<file path="config.mk">
export PLATFORM = sky130hd
export DESIGN_NAME = seq_divider
export DESIGN_NICKNAME = d
export VERILOG_FILES = /design/src/rtl/seq_divider_pkg.sv /design/src/rtl/seq_divider_borrow_sub.sv /design/src/rtl/seq_divider.sv
export SDC_FILE = /design/constraint.sdc
export NUM_CORES = 1
export LEC_CHECK = 0
export ABC_AREA = 1
export CAP_MARGIN = 10
export CORE_MARGIN = 2
export CORE_UTILIZATION = 45
export DETAILED_ROUTE_END_ITERATION = 10
export PLACE_DENSITY = 0.68
export REMOVE_ABC_BUFFERS = 1
export SKIP_CTS_REPAIR_TIMING = 1
export SYNTH_ARGS = -nofsm -noshare
export SYNTH_HDL_FRONTEND = slang
export SYNTH_SLANG_ARGS = --single-unit
</file>
<file path="constraint.sdc">
create_clock -name clk -period 2.9 [get_ports clk]
set_input_delay 0.58 -clock clk [delete_from_list [all_inputs] [get_ports clk]]
set_output_delay 0.58 -clock clk [all_outputs]
set_load 0.01 [all_outputs]
</file>
<file path="src/rtl/seq_divider_pkg.sv">
`default_nettype none
// ============================================================================
// seq_divider_pkg : shared types and constants for the restoring divider
// Rev 1.0
// ============================================================================
package seq_divider_pkg;

   typedef enum logic [1:0] {
      IDLE = 2'd0,
      BUSY = 2'd1,
      DONE = 2'd2
   } state_t;

   localparam int DEFAULT_WIDTH = 8;

   // Iteration counter width for a given operand width
   function automatic int cnt_width(input int w);
      return $clog2(w + 1);
   endfunction

   localparam int CNT_W = cnt_width(DEFAULT_WIDTH);

   // Quotient reported for divide-by-zero; sliced to WIDTH by the user
   localparam logic [63:0] DBZ_QUOTIENT = '1;

endpackage
`default_nettype wire

</file>
<file path="src/rtl/seq_divider_borrow_sub.sv">
`default_nettype none
// ============================================================================
// borrow_sub : WIDTH-bit ripple-borrow subtractor of 4-bit sections
// Rev 1.0
// ============================================================================
module borrow_sub #(
   parameter int WIDTH = 8
) (
   input  logic [WIDTH-1:0] a,
   input  logic [WIDTH-1:0] b,
   output logic [WIDTH-1:0] diff,
   output logic             borrow
);

   localparam int SECTIONS = WIDTH / 4;

   logic [SECTIONS:0] w_chain;

   assign w_chain[0] = 1'b0;

   // Bit 4 of each 5-bit section result is the sign, i.e. the borrow out
   for (genvar i = 0; i < SECTIONS; i++) begin : g_section
      logic [4:0] w_sec;
      assign w_sec = {1'b0, a[4*i +: 4]} - {1'b0, b[4*i +: 4]} - {4'b0000, w_chain[i]};
      assign diff[4*i +: 4] = w_sec[3:0];
      assign w_chain[i+1]   = w_sec[4];
   end

   assign borrow = w_chain[SECTIONS];

endmodule
`default_nettype wire

</file>
<file path="src/rtl/seq_divider.sv">
`default_nettype none
// ============================================================================
// seq_divider : multi-cycle restoring divider, one quotient bit per clock
// Optional signed mode: define SEQ_DIVIDER_SIGNED_EN.  Rev 1.0
// ============================================================================
module seq_divider
   import seq_divider_pkg::*;
#(
   parameter int WIDTH = 8
) (
   input  logic             clk,
   input  logic             rst_n,
`ifdef SEQ_DIVIDER_SIGNED_EN
   input  logic             signed_op,
`endif
   input  logic             in_valid,
   output logic             in_ready,
   input  logic [WIDTH-1:0] dividend,
   input  logic [WIDTH-1:0] divisor,
   output logic             out_valid,
   input  logic             out_ready,
   output logic [WIDTH-1:0] quotient,
   output logic [WIDTH-1:0] remainder,
   output logic             div_by_zero
);

   localparam int                  CNT_WIDTH = cnt_width(WIDTH);
   localparam logic [CNT_WIDTH-1:0] LAST_STEP = CNT_WIDTH'(WIDTH - 1);

   state_t               r_state;
   state_t               w_state_next;
   logic [WIDTH-1:0]     r_rem;
   logic [WIDTH-1:0]     r_q;
   logic [WIDTH-1:0]     r_d;
   logic [CNT_WIDTH-1:0] r_cnt;
   logic                 r_dbz_pend;
   logic                 r_neg_q;
   logic                 r_neg_r;
   logic [WIDTH-1:0]     r_quotient;
   logic [WIDTH-1:0]     r_remainder;
   logic                 r_div_by_zero;

   logic                 w_neg_dvd;
   logic                 w_neg_dvs;
   logic [WIDTH-1:0]     w_dvd_mag;
   logic [WIDTH-1:0]     w_dvs_mag;
   logic [WIDTH:0]       w_shift;
   logic [WIDTH-1:0]     w_diff;
   logic                 w_borrow;
   logic                 w_fits;
   logic [WIDTH-1:0]     w_rem_next;
   logic [WIDTH-1:0]     w_q_next;
   logic                 w_last;

`ifdef SEQ_DIVIDER_SIGNED_EN
   assign w_neg_dvd = signed_op & dividend[WIDTH-1];
   assign w_neg_dvs = signed_op & divisor[WIDTH-1];
`else
   assign w_neg_dvd = 1'b0;
   assign w_neg_dvs = 1'b0;
`endif
   assign w_dvd_mag = w_neg_dvd ? -dividend : dividend;
   assign w_dvs_mag = w_neg_dvs ? -divisor  : divisor;

   // The partial remainder is always below the divisor, so its extra top bit
   // is only needed in the shifted value R' and is not stored.
   assign w_shift = {r_rem, r_q[WIDTH-1]};

   borrow_sub #(.WIDTH(WIDTH)) u_trial (
      .a      (w_shift[WIDTH-1:0]),
      .b      (r_d),
      .diff   (w_diff),
      .borrow (w_borrow)
   );

   assign w_fits     = w_shift[WIDTH] | ~w_borrow;
   assign w_rem_next = w_fits ? w_diff : w_shift[WIDTH-1:0];
   assign w_q_next   = {r_q[WIDTH-2:0], w_fits};
   assign w_last     = (r_state == BUSY) && (r_dbz_pend || (r_cnt == LAST_STEP));

   always_ff @(posedge clk or negedge rst_n) begin
      if (!rst_n) r_state <= IDLE;
      else        r_state <= w_state_next;
   end

   always_comb begin
      w_state_next = r_state;
      in_ready     = 1'b0;
      out_valid    = 1'b0;
      case (r_state)
         IDLE: begin
            in_ready = 1'b1;
            if (in_valid) w_state_next = BUSY;
         end
         BUSY: begin
            if (w_last) w_state_next = DONE;
         end
         DONE: begin
            out_valid = 1'b1;
            if (out_ready) w_state_next = IDLE;
         end
         default: w_state_next = IDLE;
      endcase
   end

   always_ff @(posedge clk or negedge rst_n) begin
      if (!rst_n) begin
         r_rem         <= '0;
         r_q           <= '0;
         r_d           <= '0;
         r_cnt         <= '0;
         r_dbz_pend    <= 1'b0;
         r_neg_q       <= 1'b0;
         r_neg_r       <= 1'b0;
         r_quotient    <= '0;
         r_remainder   <= '0;
         r_div_by_zero <= 1'b0;
      end else if (in_valid && in_ready) begin
         r_rem      <= '0;
         r_cnt      <= '0;
         r_d        <= w_dvs_mag;
         r_dbz_pend <= (divisor == '0);
         // Raw dividend kept for divide-by-zero so the remainder echoes it
         r_q        <= (divisor == '0) ? dividend : w_dvd_mag;
         r_neg_q    <= w_neg_dvd ^ w_neg_dvs;
         r_neg_r    <= w_neg_dvd;
      end else if (r_state == BUSY) begin
         if (r_dbz_pend) begin
            r_quotient    <= DBZ_QUOTIENT[WIDTH-1:0];
            r_remainder   <= r_q;
            r_div_by_zero <= 1'b1;
         end else begin
            r_rem <= w_rem_next;
            r_q   <= w_q_next;
            r_cnt <= r_cnt + CNT_WIDTH'(1);
            if (r_cnt == LAST_STEP) begin
               r_quotient    <= r_neg_q ? -w_q_next   : w_q_next;
               r_remainder   <= r_neg_r ? -w_rem_next : w_rem_next;
               r_div_by_zero <= 1'b0;
            end
         end
      end
   end

   assign quotient    = r_quotient;
   assign remainder   = r_remainder;
   assign div_by_zero = r_div_by_zero;

endmodule
`default_nettype wire

</file>
# ---- After elaboration in Yosys (flattened, before gate mapping)
# Index checks and enable logic that the tools add are counted.
dict set report word_totals {
  register_bits 48
  in_bits 20
  output_inout_bits 19
}
dict set report classes {
  add_sub_neg 4
  eq_ne 7
  muxes 22
  n_bitwise 3
  n_reduce_logical 10
}
# cell n
set ops {}
lappend ops {{$mux 8} 11}
lappend ops {{$mux 4} 3}
lappend ops {{$sub 4x4->5} 2}
lappend ops {{$logic_not 8->1} 1}
lappend ops {{$mux 2} 3}
lappend ops {{$ne 2x2->1 const B} 3}
lappend ops {{$pmux 2 s3} 1}
lappend ops {{$reduce_and 3->1} 2}
lappend ops {{$sub 5x1->5} 1}
lappend ops {{$add 4x1->4 const B} 1}
lappend ops {{$eq 4x3->1 const B} 1}
lappend ops {{$mux 1} 4}
lappend ops {{$reduce_bool 2->1} 2}
lappend ops {{$eq 2x1->1 const B} 1}
lappend ops {{$eq 2x2->1 const B} 1}
lappend ops {{$logic_and 1x1->1} 2}
lappend ops {{$logic_not 2->1} 1}
lappend ops {{$ne 2x1->1 const B} 1}
lappend ops {{$not 1->1} 2}
lappend ops {{$reduce_and 2->1} 1}
lappend ops {{$logic_or 1x1->1} 1}
lappend ops {{$or 1x1->1} 1}

# ---- Longest topological paths before layout
# Gate-level depths: netlist of run 1.
dict set report depth {
  word_depth 8
  depth_mapped 16
}

# ---- Cells and area by module
# From an unflattened synthesis of run 1, not the netlist that was laid out.
dict set report unflattened {
  cells_unflattened 330
  hier_area_um2 2573.7
}
# module n_inst cells_per_inst area_each_um2 seq_area_each_um2
set by_module_without_submodules {}
lappend by_module_without_submodules {seq_divider 1 271 2190.9 1201.2}
lappend by_module_without_submodules {borrow_sub 1 59 382.9 0.0}

# ---- Worst setup path after synthesis of run 1
# No wires, ideal clock.
dict set report synth_timing {
  path_kind {reg-to-reg}
  from {register r_rem[2]}
  to {register r_rem[7]}
  arrival_ps 2492
  t_required_ps 2770
  path_slack_ps 278
  stages_incl_launch_ff 16
  n_path_buf 0
  path_cell_list {dfrtp_1 > ha_1 > a21oi_1 > o21ai_0 > fa_1 > fa_1 > inv_1 > nand2_2 > nand2_2 > nand2_1 > nand2_4 > nand3_4 > nand2_1 > nand2_1 > nand2_1 > o21ai_0}
}
dict set report synth_via {
  elab_chain_len 8
}
# item line_no
set synth_rtl {}
lappend synth_rtl {{start: declaration} seq_divider.sv:32} ;# logic [WIDTH-1:0] r_rem;
lappend synth_rtl {{start signal: assignment} seq_divider.sv:133} ;# r_rem <= w_rem_next;
lappend synth_rtl {{$sub 4x4->5 (*)} seq_divider_borrow_sub.sv:24} ;# assign w_sec = {1'b0, a[4*i +: 4]} - {1'b0, b[4*i +: 4]} - {4'b0000, w_chain[i]};
lappend synth_rtl {{$sub 5x1->5 (*)} seq_divider_borrow_sub.sv:24}
lappend synth_rtl {{$not 1->1} seq_divider.sv:76} ;# assign w_fits = w_shift[WIDTH] | ~w_borrow;
lappend synth_rtl {{$or 1x1->1} seq_divider.sv:76}
lappend synth_rtl {{$mux 8 (*)} seq_divider.sv:77} ;# assign w_rem_next = w_fits ? w_diff : w_shift[WIDTH-1:0];
lappend synth_rtl {{$mux 8 (*)} seq_divider.sv:128} ;# if (r_dbz_pend) begin
lappend synth_rtl {{$mux 8 (*)} seq_divider.sv:127} ;# end else if (r_state == BUSY) begin
lappend synth_rtl {{$mux 8 (*)} seq_divider.sv:118} ;# end else if (in_valid && in_ready) begin
# Mark *: on every way between the ends. The rest lies on a longest branch, timed or not. The select of a mux whose other input is x is not followed.
# A chain may end at the register's enable or synchronous reset.

# ---- Worst setup path in the final report of run 1
dict set report layout_timing {
  from {register r_rem[2]}
  to {register r_rem[5]}
}
# The elaborated chain is that of the path after synthesis.

==> flow_metrics.py, run 1 <==
metrics = {
    "synth": {
        "seq_area_frac_synth_pct": 47.8,
        "ys_types": 29,
        "yosys-top-cells-count": "nand2_1, dfrtp_1, inv_1",
        "synthCells": 297,
        "avgSynthCellArea_um2": 8.47,
        "syn_area_mm2": 0.00251,
        "yosys_warnings": 0,
        "ys_seq_elements": 48,
        "post-synth-top-area-cell": "dfrtp_1",
        "synth_edf_count": 0,
        "post-synth-top-count-cell": "nand2_1",
        "synth.area.top_cells": "dfrtp_1, nand2_1, ha_1",
        "async_flop_share_pct": 100,
        "synth_flop_cell": "dfrtp_1",
        "yosys.area.top_type_share_pct": 47.8,
    },
    "floorplan": {
        "dieHeight_um": 78.8,
        "die-area_mm2": 0.00620,
        "row_count": 27,
        "die_x_um": 78.8,
        "io_pins": 39,
        "coreArea_mm2": 0.00544,
        "start_util_pct": 46.2,
    },
    "sta": {
        "hold_violations": 0,
        "fin_crit_ps": 2760,
        "slew_violations": 0,
        "max_freq_ghz": 0.362,
        "setup_viol": 0,
        "timing.final.crit_share_pct": 95.1,
        "clock_skew_ps": 11.5,
        "worstMarginPinSlew_ps": 556,
        "max-slew-margin-rel_pct": 62.9,
    },
    "critical_path": {
        "slowest_delay_ps": 460,
        "worstPathCellList": "ha_4, a21oi_1, o21ai_1, fa_2, fa_2, inv_1, nand2_2, nand2_2, nand2_1, nand2_4, buf_4, nand4_1, nand2_1, nand2_1, o21ai_1",
        "path_common_cell": "nand2_1",
        "end_kind": "register",
        "slowest_stage": "dfrtp_1",
        "worstPathRequired_ps": 3140,
        "arrival_ps": 3000,
        "crit_fanout": 6,
        "setup.worst_path.start_class": "register",
        "crit_buf_inv": 2,
        "worstSetupPathType": "reg -> reg",
        "cpLargestDelayFamily": "adder cells",
    },
    "global_route": {
        "grt_pass1_wl_um": 9510,
        "gr-total-overflow": 0,
        "antenna_found_initial": 0,
        "grtUsageTotal_pct": 20.1,
        "grt_start_max_net_pins": 26,
        "grt_pass1_vias": 2024,
    },
    "power_and_ir_drop": {
        "switching_share_pct": 45.5,
        "intPower_mw": 2.38,
        "p_switching_mw": 1.99,
        "sequentialPowerShare_pct": 27.1,
        "peakVddDrop_mv": 0.625,
        "powerDensity_mw_per_mm2": 1390,
        "p_leak_nw": 1.57,
        "power_frac_clock_pct": 11.7,
        "pwr-share-comb_pct": 61.2,
    },
    "cts": {
        "insertion_delay_ps": 310,
        "clkTransAtPathRegs_ps": 90,
        "cts_sinks": 48,
        "cts_root_buf": "clkbuf_8",
        "cts_tree": "built",
        "cts_buffers": 5,
        "htreeDepth": 2,
        "cts_max_path_buffers": 2,
    },
    "drt": {
        "dr.max_layer_used": "met4",
        "vias_per_cell": 5.08,
        "wire_per_inst_um": 14.2,
        "finalWirelength_um": 5900,
        "antenna_left": 0,
        "vias": 2115,
        "wl_met3_um": 250,
        "dr.pass1.iters": 4,
        "wl_met2_um": 2730,
        "drc": 0,
        "drtIter0Drc": 94,
        "wl_met1_um": 2740,
    },
    "placed_design": {
        "io_buffers": 38,
        "place_congestion": 0.894,
        "post-dp-hpwl_um": 4270,
        "placedInstanceArea_mm2": 0.00295,
    },
    "finish": {
        "nets": 377,
        "area_growth_pct": 24.6,
        "fin_area_mm2": 0.00313,
        "drive_gt1_share_pct": 11.6,
        "fin_util_pct": 57.6,
        "antenna_cells": 0,
    },
    "job": {
        "maxCapViolCount": 0,
    },
    "outcome": {
        "status": "completed",
    },
    "worst_hold_path": {
        "hold_path_class": "in -> async",
    },
}
[cell type report]
class	count	area (µm²)
timing repair buffer	43	413
multi-input combinational	204	1150
inverter	41	154
fill	496	2300
clock buffer	6	82.6
tap	72	90.1
sequential	48	1200
clock inverter	2	38.8
[metrics by stage]
step                      power, mW  TNS, ps  std cells  worst slack (ps)  hold WS [ps]
after floorplan                2.88        0        292               276           284
after global placement         3.56        0        403              62.0           464
after CTS                      4.16    -61.1        411             -40.9           262
final                          4.37        0        416               141           252
after global routing           4.83    -33.4        416             -21.9           290
after detailed placement       3.64    -19.6        403             -19.6           467
[cell usage in the layout (no fill, tap or decap), drive strengths merged]
master         instances
fa                     3
o21ai                 23
a21oi                 11
xor2                   1
o22ai                  1
nor4                   1
o211ai                 1
clkbuf                 6
inv                   40
clkinv                 2
o221ai                 7
xnor2                  2
nand2                101
dfrtp                 48
a22o                   1
clkdlybuf4s50         37
nand4                  9
nand3b                 1
o31ai                  1
nand3                 14
buf                    6
bufinv                 1
ha                    11
nor2                  16
[routing by layer]
metal  vias up  global-route usage [%]
li1       1061                       -
met1       988                    27.7
met2        52                    30.7
met3        14                    3.98
met4         0                    9.30
met5         -                       0
[cell families after synthesis]
logic type	Yosys count	share of synthesized area [%]
XOR/XNOR	3	1.04
adder cells (fa/ha/maj)	14	7.86
AO/OA/AOI/OAI	45	10.4
AND/OR/NAND/NOR	141	25.2
buffers and inverters	46	7.71
flip-flops	48	47.8
[registers in the layout (all words and copies together) (netlist names)]
register	count
div_by_zero	1
quotient	8
r_cnt	4
r_d	8
r_dbz_pend	1
r_q	8
r_rem	8
r_state	2
remainder	8
[path summary, 6_finish.rpt]
kind	endpoint	slack [ps]	depth (start not counted)	startpoint
max	r_rem[5]$_DFFE_PN0P_	140	15	r_rem[2]$_DFFE_PN0P_
min	remainder[1]$_DFFE_PN0P_	250	1	rst_n
max reg2reg	r_rem[5]$_DFFE_PN0P_	140	15	r_rem[2]$_DFFE_PN0P_
min reg2reg	remainder[7]$_DFFE_PN0P_	480	2	remainder[7]$_DFFE_PN0P_
max in group asynchronous	r_rem[1]$_DFFE_PN0P_	1900	2	rst_n
min in group clk	remainder[7]$_DFFE_PN0P_	480	2	remainder[7]$_DFFE_PN0P_
[power groups by stage]
stage | sequential [mW] | clock [mW] | combinational, mW
after global placement | 1.18 | 0 | 2.38
after global routing | 1.22 | 0.553 | 3.05
after detailed placement | 1.19 | 0 | 2.45
final | 1.18 | 0.511 | 2.67
after CTS | 1.18 | 0.522 | 2.46
after floorplan | 1.20 | 0 | 1.68
No activity file was read; power rests on OpenSTA's default activity.
==> run 2, diff against run 1 <==
--- a/config.mk
+++ b/config.mk
@@ -7,10 +7,11 @@
 export LEC_CHECK = 0
 export ABC_AREA = 1
 export CAP_MARGIN = 10
-export CORE_MARGIN = 2
+export CORE_MARGIN = 8
 export CORE_UTILIZATION = 45
 export DETAILED_ROUTE_END_ITERATION = 10
-export PLACE_DENSITY = 0.68
+export DONT_BUFFER_PORTS = 1
+export PLACE_DENSITY = 0.59
 export REMOVE_ABC_BUFFERS = 1
 export SKIP_CTS_REPAIR_TIMING = 1
 export SYNTH_ARGS = -nofsm -noshare
==> constraint.sdc (replaced) <==
create_clock -name clk -period 2.6 [get_ports clk]
set_input_delay 0.52 -clock clk [delete_from_list [all_inputs] [get_ports clk]]
set_output_delay 0.52 -clock clk [all_outputs]
set_load 0.01 [all_outputs]
==> run 2 against run 1 <==
Compared with the run above: final area shrank 6.7%; critical endpoint is now remainder[2]$_DFFE_PN0P_; power grew 12%; die area grew 33%; count of clock-buffer cells in the layout is the same; the flow now finishes with violations (setup timing); highest routed layer unchanged; wire length grew 3.9%.
==> flow_metrics.py, run 2 (synthesized netlist as in run 1, its figures left out) <==
metrics = {
    "critical_path": {
        "setup.worst_path.start_class": "register",
        "worstSetupPathType": "reg -> reg",
        "arrival_ps": 2830,
        "end_kind": "register",
        "cp-startpoint": "r_q[7]$_DFFE_PN0P_",
        "r2r_setup_slack_ps": -20,
        "worstPathRequired_ps": 2810,
        "crit_fanout": 5,
        "worstReg2RegStart": "r_q[7]$_DFFE_PN0P_",
    },
    "drt": {
        "wire_per_inst_um": 15.6,
        "drc": 0,
        "antenna_left": 0,
        "drtIter0Drc": 135,
        "vias": 2012,
        "finalWirelength_um": 6130,
        "dr.pass1.iters": 4,
        "vias_per_cell": 5.13,
    },
    "power_and_ir_drop": {
        "p_leak_nw": 1.49,
        "powerDensity_mw_per_mm2": 1680,
        "peakVddDrop_mv": 0.559,
        "total_power_mw": 4.91,
    },
    "global_route": {
        "grtUsageTotal_pct": 15.1,
        "grt_pass1_vias": 1958,
        "gr-total-overflow": 0,
        "antenna_found_initial": 0,
        "grt_pass1_wl_um": 9960,
        "grt_start_max_net_pins": 49,
    },
    "finish": {
        "mostFrequentLayoutCell": "nand2_1",
        "drive_gt1_share_pct": 20.0,
        "layout.cells.non_filler": 392,
        "nets": 353,
        "antenna_cells": 0,
        "layout_common_cells": "nand2_1, dfrtp_1, inv_1",
        "num-fill-cells": 523,
        "area_growth_pct": 16.3,
    },
    "cts": {
        "cts_max_path_buffers": 2,
        "insertion_delay_ps": 310,
        "cts_sinks": 48,
        "cts_root_buf": "clkbuf_8",
        "cts_buffers": 5,
        "clkTransAtPathRegs_ps": 90,
        "htreeDepth": 2,
        "cts_tree": "built",
    },
    "sta": {
        "hold_violations": 0,
        "clock_skew_ps": 6.29,
        "timing.final.crit_share_pct": 101,
        "setup_viol": 1,
        "rsz0062_at_grt": "yes",
        "slew_violations": 0,
        "max_freq_ghz": 0.382,
        "worst_slack_ps": -20.3,
        "fin_crit_ps": 2620,
        "max-slew-margin-rel_pct": 74.6,
        "hold_slack_ps": 40.4,
        "worstMarginPinSlew_ps": 378,
    },
    "floorplan": {
        "row_count": 27,
        "dieHeight_um": 90.8,
        "coreArea_mm2": 0.00544,
        "die_x_um": 90.8,
        "start_util_pct": 46.2,
        "io_pins": 39,
        "die-area_mm2": 0.00824,
    },
    "worst_hold_path": {
        "hold_path_class": "in -> async",
    },
    "placed_design": {
        "place_congestion": 0.868,
        "io_buffers": 0,
        "post-dp-hpwl_um": 4390,
        "dp.cells": 376,
        "dp_slack_ps": -214,
    },
    "outcome": {
        "violations": "setup timing",
        "status": "complete, but fails checks",
    },
    "job": {
        "maxCapViolCount": 0,
    },
}
==> run 2: cell count changes in the layout (fill, tap and decap cells not counted), moves of 2 or more <==
cell,change
inv_2,+2
clkinvlp_4,+2
buf_4,+10
clkdlybuf4s50_1,-37
nand2_1,-6
inv_1,-2
nand2_2,+6
ha_4,+2
buf_6,+3
==> run 2: path summary, 6_finish.rpt <==
kind | to | depth (start not counted)
hold reg to reg | r_d[7]$_DFFE_PN0P_ | 2
max in group asynchronous | r_d[1]$_DFFE_PN0P_ | 1
setup / recovery | remainder[2]$_DFFE_PN0P_ | 16
hold / removal | r_d[7]$_DFFE_PN0P_ | 1
min in group clk | r_state[1]$_DFFE_PN0P_ | 1
setup reg to reg | remainder[2]$_DFFE_PN0P_ | 16
==> run 2: where the power goes <==
part           internal, mW  leakage (nW)  switching [mW]
Clock                 0.216        0.0434           0.268
Sequential             1.10         0.585           0.296
Combinational          1.28         0.861            1.75
==> run 2: cell type report <==
class	count	area [µm²]	share of cell area [%]
sequential	48	1200	41.1
multi-input combinational	204	1210	41.3
clock inverter	2	15.0	0.513
tap	72	90.1	3.08
clock buffer	6	82.6	2.82
inverter	41	154	5.26
timing repair buffer	19	174	5.95
==> run 2: metrics by stage <==
step                      utilization (%)  cell area, µm²  setup TNS (ps)
after floorplan                         -            2470            -177
after global placement               48.8            2660           -2710
after detailed placement             48.8            2660           -3150
after CTS                            50.6            2750           -3680
after global routing                 53.8            2920           -2290
final                                53.8            2920           -20.3
==> run 2: critical path: stages, from the launching register on <==
cell and delay (ps):
dfrtp_1 400, inv_2 80, ha_4 140, fa_2 210, o21ai_2 70, fa_2 390, fa_2 410, inv_2 60
nand2_2 50, nand2_2 90, nand2_2 70, nand2_4 120, nand3_4 120, nand2_2 110, nand3_1 90, nand2_1 80
nand2_1 40
==> run 2: metal layers <==
layer | global-route usage, % | routed length, µm
met3 | 3.66 | 331
met2 | 23.8 | 2860
met4 | 5.41 | 68
met5 | 0 | 0
met1 | 19.5 | 2870
==> run 3, diff against run 2 <==
--- a/config.mk
+++ b/config.mk
@@ -10,8 +10,7 @@
 export CORE_MARGIN = 8
 export CORE_UTILIZATION = 45
 export DETAILED_ROUTE_END_ITERATION = 10
-export DONT_BUFFER_PORTS = 1
-export PLACE_DENSITY = 0.59
+export PLACE_DENSITY = 0.68
 export REMOVE_ABC_BUFFERS = 1
 export SKIP_CTS_REPAIR_TIMING = 1
 export SYNTH_ARGS = -nofsm -noshare
==> run 3 against run 2 <==
Compared with the run above: the run still ends with setup timing left; via count rose by 7.6%; worst setup slack got worse by 33 ps; critical path depth did not move; sequential cell count did not move; fmax fell by 1.3%; combinational power rose by 11%; count of clock-buffer cells in the layout fell by 1; final cell count rose by 7.9%; non-clock buffer count rose by 32.
==> flow_metrics.py, run 3 (synthesized netlist as in run 1, its figures left out) <==
metrics = {
    "critical_path": {
        "end_kind": "register",
        "r2r_cells": 16,
        "reg2reg_to": "r_rem[0]$_DFFE_PN0P_",
        "crit_fanout": 6,
        "r2r_setup_slack_ps": -50,
        "worstPathRequired_ps": 2820,
        "crit_end": "r_rem[0]$_DFFE_PN0P_",
        "worstReg2RegStart": "r_q[7]$_DFFE_PN0P_",
        "arrival_ps": 2880,
        "worstSetupPathType": "reg -> reg",
        "setup.worst_path.start_class": "register",
        "cp-startpoint": "r_q[7]$_DFFE_PN0P_",
    },
    "power_and_ir_drop": {
        "total_power_mw": 5.10,
        "p_leak_nw": 1.61,
        "powerDensity_mw_per_mm2": 1580,
        "peakVddDrop_mv": 0.659,
    },
    "floorplan": {
        "dieHeight_um": 90.8,
        "die-area_mm2": 0.00824,
        "die_x_um": 90.8,
        "coreArea_mm2": 0.00544,
        "io_pins": 39,
        "row_count": 27,
        "start_util_pct": 46.2,
    },
    "sta": {
        "timing.final.crit_share_pct": 102,
        "max_freq_ghz": 0.377,
        "setup_viol": 13,
        "hold_slack_ps": 211,
        "worst_slack_ps": -53.5,
        "slew_violations": 0,
        "worstMarginPinSlew_ps": 573,
        "hold_violations": 0,
        "fin_crit_ps": 2650,
        "max-slew-margin-rel_pct": 61.8,
        "clock_skew_ps": 5.90,
        "rsz0062_at_grt": "yes",
    },
    "cts": {
        "cts_sinks": 48,
        "insertion_delay_ps": 300,
        "cts_buffers": 5,
        "cts_root_buf": "clkbuf_8",
        "cts_max_path_buffers": 2,
        "cts_tree": "built",
        "htreeDepth": 2,
        "clkTransAtPathRegs_ps": 80,
    },
    "outcome": {
        "violations": "setup timing",
        "status": "complete, but fails checks",
    },
    "placed_design": {
        "post-dp-hpwl_um": 4540,
        "dp.cells": 414,
        "placedInstanceArea_mm2": 0.00303,
        "place_congestion": 0.925,
        "io_buffers": 38,
    },
    "global_route": {
        "grt_start_max_net_pins": 26,
        "gr-total-overflow": 0,
        "grt_pass1_vias": 2198,
        "grtUsageTotal_pct": 15.7,
        "grt_pass1_wl_um": 10500,
        "antenna_found_initial": 0,
    },
    "finish": {
        "antenna_cells": 0,
        "nets": 385,
        "drive_gt1_share_pct": 18.2,
        "mostFrequentLayoutCell": "nand2_1",
        "num-fill-cells": 508,
        "area_growth_pct": 28.7,
        "fin_util_pct": 59.5,
        "layout_common_cells": "nand2_1, dfrtp_1, clkdlybuf4s50_1",
        "fin_area_mm2": 0.00324,
        "layout.cells.non_filler": 423,
    },
    "drt": {
        "vias": 2164,
        "finalWirelength_um": 6290,
        "wire_per_inst_um": 14.9,
        "antenna_left": 0,
        "dr.pass1.iters": 4,
        "vias_per_cell": 5.12,
        "drc": 0,
        "drtIter0Drc": 85,
    },
    "job": {
        "maxCapViolCount": 0,
    },
    "worst_hold_path": {
        "hold_path_class": "in -> async",
    },
}
## run 3: cell types whose count changed in the layout (fill, tap and decap cells not counted), moves of 2 or more
cell	delta
nand2_1	-3
buf_4	-4
clkdlybuf4s50_1	+37
nand2_2	+3
nand3_1	-2
nand3_2	+2
## run 3: cell type report
type                       count  area (µm²)  share of cell area, %
clock inverter                 2        12.5                  0.387
clock buffer                   5        68.8                   2.13
sequential                    48        1200                   37.1
inverter                      41         154                   4.76
timing repair buffer          51         480                   14.8
tap                           72        90.1                   2.78
multi-input combinational    204        1230                   38.0
## run 3: layer usage
metal | track usage (%) | up-vias | part of all wire (%)
li1 | - | 1069 | -
met1 | 19.9 | 1037 | 46
met2 | 25.3 | 47 | 48
met3 | 3.66 | 11 | 3.8
met4 | 5.55 | 0 | 2.3
met5 | 0 | - | 0
## run 3: worst max-delay path, cell delays in order, from the launching register on
cell and delay [ps]:
dfrtp_1 400, inv_2 80, ha_4 130, fa_2 220, o21ai_2 70, fa_2 390
fa_2 410, inv_2 60, nand2_2 50, nand2_2 90, nand2_2 70, nand2_4 110
buf_6 130, nand4_1 130, nand2_1 100, nand2_1 50, o21ai_1 70
## run 3: worst min-delay path by stage
stage                             startpoint                  endpoint  cells past startpoint  slack (ps)
CTS                                    rst_n      r_rem[2]$_DFFE_PN0P_                      1         220
finish                                 rst_n      r_rem[2]$_DFFE_PN0P_                      1         210
detailed placement  remainder[4]$_DFFE_PN0P_  remainder[4]$_DFFE_PN0P_                      2         470
global placement    remainder[6]$_DFFE_PN0P_  remainder[6]$_DFFE_PN0P_                      2         460
floorplan                              rst_n   div_by_zero$_DFFE_PN0P_                      0         220
global route                           rst_n      r_cnt[2]$_DFFE_PN0P_                      1         240
## run 3: report_power, final
part	leakage (nW)	switching, mW	internal, mW
registers	0.585	0.208	1.10
clock network	0.0400	0.246	0.183
logic	0.981	1.93	1.43
total	1.61	2.38	2.72
## run 3: through the flow
step	setup slack [ps]	TNS [ps]
final	-53.5	-343
after global routing	-181	-2440
after CTS	-203	-2830
after detailed placement	-175	-2470
after global placement	-156	-2060
after floorplan	-24.2	-177
